[src/rtl/booth_accumulator.sv]
// Sequential radix-2 Booth accumulator: adds or subtracts one shifted, sign-extended
// multiplicand per cycle from the encoder's x/z digit flags, with a start/busy/done handshake.
module booth_accumulator #(
  parameter int unsigned WIDTH = 4
) (
  input  logic                 clk,
  input  logic                 rst_n,
  input  logic                 start,
  input  logic [WIDTH-1:0]     mr,
  input  logic [WIDTH-1:0]     x,
  input  logic [WIDTH-1:0]     z,
  output logic                 busy,
  output logic                 done,
  output logic [2*WIDTH-1:0]   product
);

  localparam int unsigned PW = 2 * WIDTH;
  localparam int unsigned CW = (WIDTH > 1) ? $clog2(WIDTH) : 1;

  typedef enum logic [1:0] {IDLE, RUN, DONE} state_t;

  state_t           state_q, state_d;
  logic [CW-1:0]    cnt_q, cnt_d;
  logic [WIDTH-1:0] mr_q, mr_d;
  logic [WIDTH-1:0] x_q, x_d;
  logic [WIDTH-1:0] z_q, z_d;
  logic [PW-1:0]    acc_q, acc_d;
  logic             busy_q, busy_d;
  logic             done_q, done_d;
  logic [PW-1:0]    pp_c;

  // Partial product for the current digit position
  assign pp_c = {{WIDTH{mr_q[WIDTH-1]}}, mr_q} << cnt_q;

  always_ff @(posedge clk or negedge rst_n) begin
    if (!rst_n) begin
      state_q <= IDLE;
      cnt_q   <= '0;
      mr_q    <= '0;
      x_q     <= '0;
      z_q     <= '0;
      acc_q   <= '0;
      busy_q  <= 1'b0;
      done_q  <= 1'b0;
    end else begin
      state_q <= state_d;
      cnt_q   <= cnt_d;
      mr_q    <= mr_d;
      x_q     <= x_d;
      z_q     <= z_d;
      acc_q   <= acc_d;
      busy_q  <= busy_d;
      done_q  <= done_d;
    end
  end

  always_comb begin
    state_d = state_q;
    cnt_d   = cnt_q;
    mr_d    = mr_q;
    x_d     = x_q;
    z_d     = z_q;
    acc_d   = acc_q;
    busy_d  = 1'b0;
    done_d  = 1'b0;

    case (state_q)
      IDLE: begin
        if (start) begin
          mr_d    = mr;
          x_d     = x;
          z_d     = z;
          acc_d   = '0;
          cnt_d   = '0;
          state_d = RUN;
        end
      end
      RUN: begin
        // z gates the digit, so an x flag without z contributes nothing
        if (z_q[cnt_q]) begin
          acc_d = x_q[cnt_q] ? (acc_q - pp_c) : (acc_q + pp_c);
        end
        cnt_d = cnt_q + CW'(1);
        if (cnt_q == CW'(WIDTH - 1)) begin
          state_d = DONE;
        end
      end
      DONE: begin
        state_d = IDLE;
      end
      default: begin
        state_d = IDLE;
      end
    endcase

    // Registered flags track the state being entered
    busy_d = (state_d != IDLE);
    done_d = (state_d == DONE);
  end

  assign busy    = busy_q;
  assign done    = done_q;
  assign product = acc_q;

endmodule
[config.mk]
export PLATFORM = sky130hd
export DESIGN_NAME = booth_accumulator
export DESIGN_NICKNAME = d
export VERILOG_FILES = /design/src/rtl/booth_accumulator.sv
export SDC_FILE = /design/constraint.sdc
export NUM_CORES = 1
export LEC_CHECK = 0
export CAP_MARGIN = 20
export CORE_ASPECT_RATIO = 0.6
export CORE_MARGIN = 4
export CORE_UTILIZATION = 55
export CTS_BUF_LIST = sky130_fd_sc_hd__clkbuf_16
export DETAILED_ROUTE_END_ITERATION = 12
export PLACE_DENSITY = 0.9
export SYNTH_ARGS = -nofsm -noshare
export SYNTH_HDL_FRONTEND = slang
export SYNTH_SLANG_ARGS = --single-unit
[constraint.sdc]
create_clock -name clk -period 8.6 [get_ports clk]
set_input_delay 2.58 -clock clk [delete_from_list [all_inputs] [get_ports clk]]
set_output_delay 2.58 -clock clk [all_outputs]
set_load 0.01 [all_outputs]
==> results.toml <==
[layout]
area_growth_pct = 22.3
diodes = 0
stdcell_count = 208
layout-drive-gt1-share_pct = 11.9
nets = 201
postLayoutCoreUtil_pct = 73.7
final_common_cell = "dfrtp_1"
layout_common_cells = "dfrtp_1, clkdlybuf4s50_1, o21ai_0"
n_fill_cell = 168

[worst_setup_path]
cp_num_buf_inv = 1
slowest_delay_ps = 500
crit_required_ps = 8740
worst_setup_path_end_kind = "register"
critPathSlowestCell = "nor3b_2"
crit_path_start_kind = "input pin"
crit_family = "compound AO/OA/AOI/OAI gates"
cp_cell_sequence = "clkdlybuf4s50_1 > nor3b_2 > a21oi_2 > o41ai_1"
crit_type = "in -> reg"
cp_data_arrival_time_ps = 4160
worstPathMaxFanout = 10

[sta]
clock_skew_ps = 3.00
fin_crit_ps = 4020
setup_viol = 0
hold_viol = 0
slew_violations = 0
fin_crit_sh_pct = 46.7
fmax_mhz = 249
max-slew-margin-rel_pct = 58.5
rsz0062_at_grt = "false"
worst_pin_slew_ps = 621
fin_setup_tns_ps = 0

[synth]
ys_seq_area_share_pct = 41.4
syn_nets = 177
postSynthAreaPerCell_sq_um = 10.3
synth_edf_count = 0
netlist_area_sq_mm = 0.00157
synth-seq-cells = 26
synthArstFlopShare_pct = 100
synth_cell_types = 41
yosysWarnings = 0
netlist_instances = 153
synth_flop_cell = "dfrtp_1"

[floorplan]
core_area_sq_mm = 0.00261
initial_core_util_pct = 60.3
die_area_sq_mm = 0.00381
die_y_microns = 49.4
io_pins = 25
die-width_microns = 77.0
rows = 14

[routing]
dr.pass1.iters = 4
num_vias = 1196
drc_errors = 0
wire_per_inst_microns = 15.4
wirelength_microns = 3210
viasPerCell = 5.75
ant_nets = 0
drt_iter0_markers = 86

[cts]
htreeDepth = 1
post_cts_buffers = 0
cts_hold_buf = 0
cts.sink_count = 26
cts_resized = 0
cts_buffer_depth = 2
clk_latency_ps = 260
path_clk_slew_ps = 60
cts_buffers = 3
cts_root_buffer = "clkbuf_16"
cts_tree = "yes"

[global_route]
grt-ovfl-total = 0
grt_pass1_wl_microns = 5540
grt_usage_pct = 18.2
grt_pass1_vias = 1248
grt_max_degree = 27
antenna_found_initial = 0

[placement]
dp_hpwl_microns = 2400
port_buffers = 24
routabilityCongestion = 0.810
dp.cells = 202

[outcome]
status = "finished, final reports clean"

[worst_hold_path]
hold_path_class = "reg -> reg"

[flow_run]
max_cap_viol_count = 0
-- metrics by stage --
| step | worst slack, ps | instance area [sq um] | hold slack (ps) |
|---|---|---|---|
| floorplan | 4840 | 1570 | 472 |
| global placement | 4010 | 1820 | 480 |
| detailed placement | 3880 | 1820 | 490 |
| CTS | 4160 | 1900 | 505 |
| global route | 4530 | 1920 | 537 |
| finish | 4580 | 1920 | 499 |
-- cells in the mapped netlist, types with 2 or more instances --
cell / instances / area share [%]
o22ai_1: 2 / 0.80
mux2_2: 11 / 7.9
nand2b_1: 3 / 1.2
nand3b_1: 2 / 0.95
o21ai_0: 16 / 5.1
mux2i_1: 2 / 1.3
nor2b_1: 4 / 1.6
a21oi_1: 7 / 2.2
ha_1: 8 / 6.4
and2_1: 2 / 0.80
clkbuf_1: 5 / 1.2
dfrtp_1: 26 / 41
mux4_1: 2 / 3.3
o31ai_1: 2 / 0.95
xnor2_1: 5 / 2.8
xor2_1: 3 / 1.7
nand2_1: 12 / 2.9
nor3_1: 3 / 0.95
nor2_1: 9 / 2.1
a31oi_1: 2 / 0.80
inv_1: 7 / 1.7
-- worst register-to-register path, stage by stage, from the launching register on --
cell	delay (ps)
dfrtp_1	700
mux4_2	690
nor3b_1	230
nor2_1	70
a221oi_1	340
a31oi_1	90
ha_1	330
nor2b_1	160
o21ai_0	160
nand2b_1	110
a31oi_1	220
xor2_1	190
o21ai_0	90
-- path summary, 6_finish.rpt --
path,endpoint,start,depth (start not counted),slack [ps]
min in group asynchronous,x_q[0]$_DFFE_PN0P_,rst_n,1,2710
worst min register to register,z_q[1]$_DFFE_PN0P_,z_q[1]$_DFFE_PN0P_,1,500
max in group asynchronous,product[3]$_DFFE_PN0P_,rst_n,2,5380
worst max-delay path,product[2]$_DFFE_PN0P_,start,4,4580
worst max register to register,product[6]$_DFFE_PN0P_,cnt_q[0]$_DFFE_PN0P_,12,5100
worst min-delay path,z_q[1]$_DFFE_PN0P_,z_q[1]$_DFFE_PN0P_,1,500
-- cell families after synthesis --
logic type,after synthesis,share of synthesized area [%]
AO/OA/AOI/OAI,39,15.0
XOR/XNOR,8,4.46
adder cells (fa/ha/maj),9,7.64
buffers and inverters,14,3.90
flip-flops,26,41.4
multiplexers,16,13.9
AND/OR/NAND/NOR,41,13.7
-- sequential cells by signal (all words and copies together) (netlist names) --
register and cells:
done 1, cnt_q 2, product 8, z_q 4, busy 1, state_q 2, x_q 4, mr_q 4
-- cell type report --
type	count	area, sq um	area share [%]
Tap cell	32	40.0	2.08
Multi-Input combinational cell	113	861	44.8
Inverter	7	26.3	1.37
Timing Repair Buffer	26	267	13.9
Clock inverter	1	3.75	0.195
Clock buffer	3	75.1	3.90
Sequential cell	26	651	33.8
-- routing by layer --
metal	vias up	GRT usage (%)	routed length (microns)
li1	595	-	-
met1	551	23.9	1530
met2	48	30.2	1460
met3	2	5.17	207
met4	0	3.85	10
met5	-	0	0
Power is left out: the tool's default activity adds up to more than one toggle a clock period on the data nets, which glitch-free logic cannot reach.
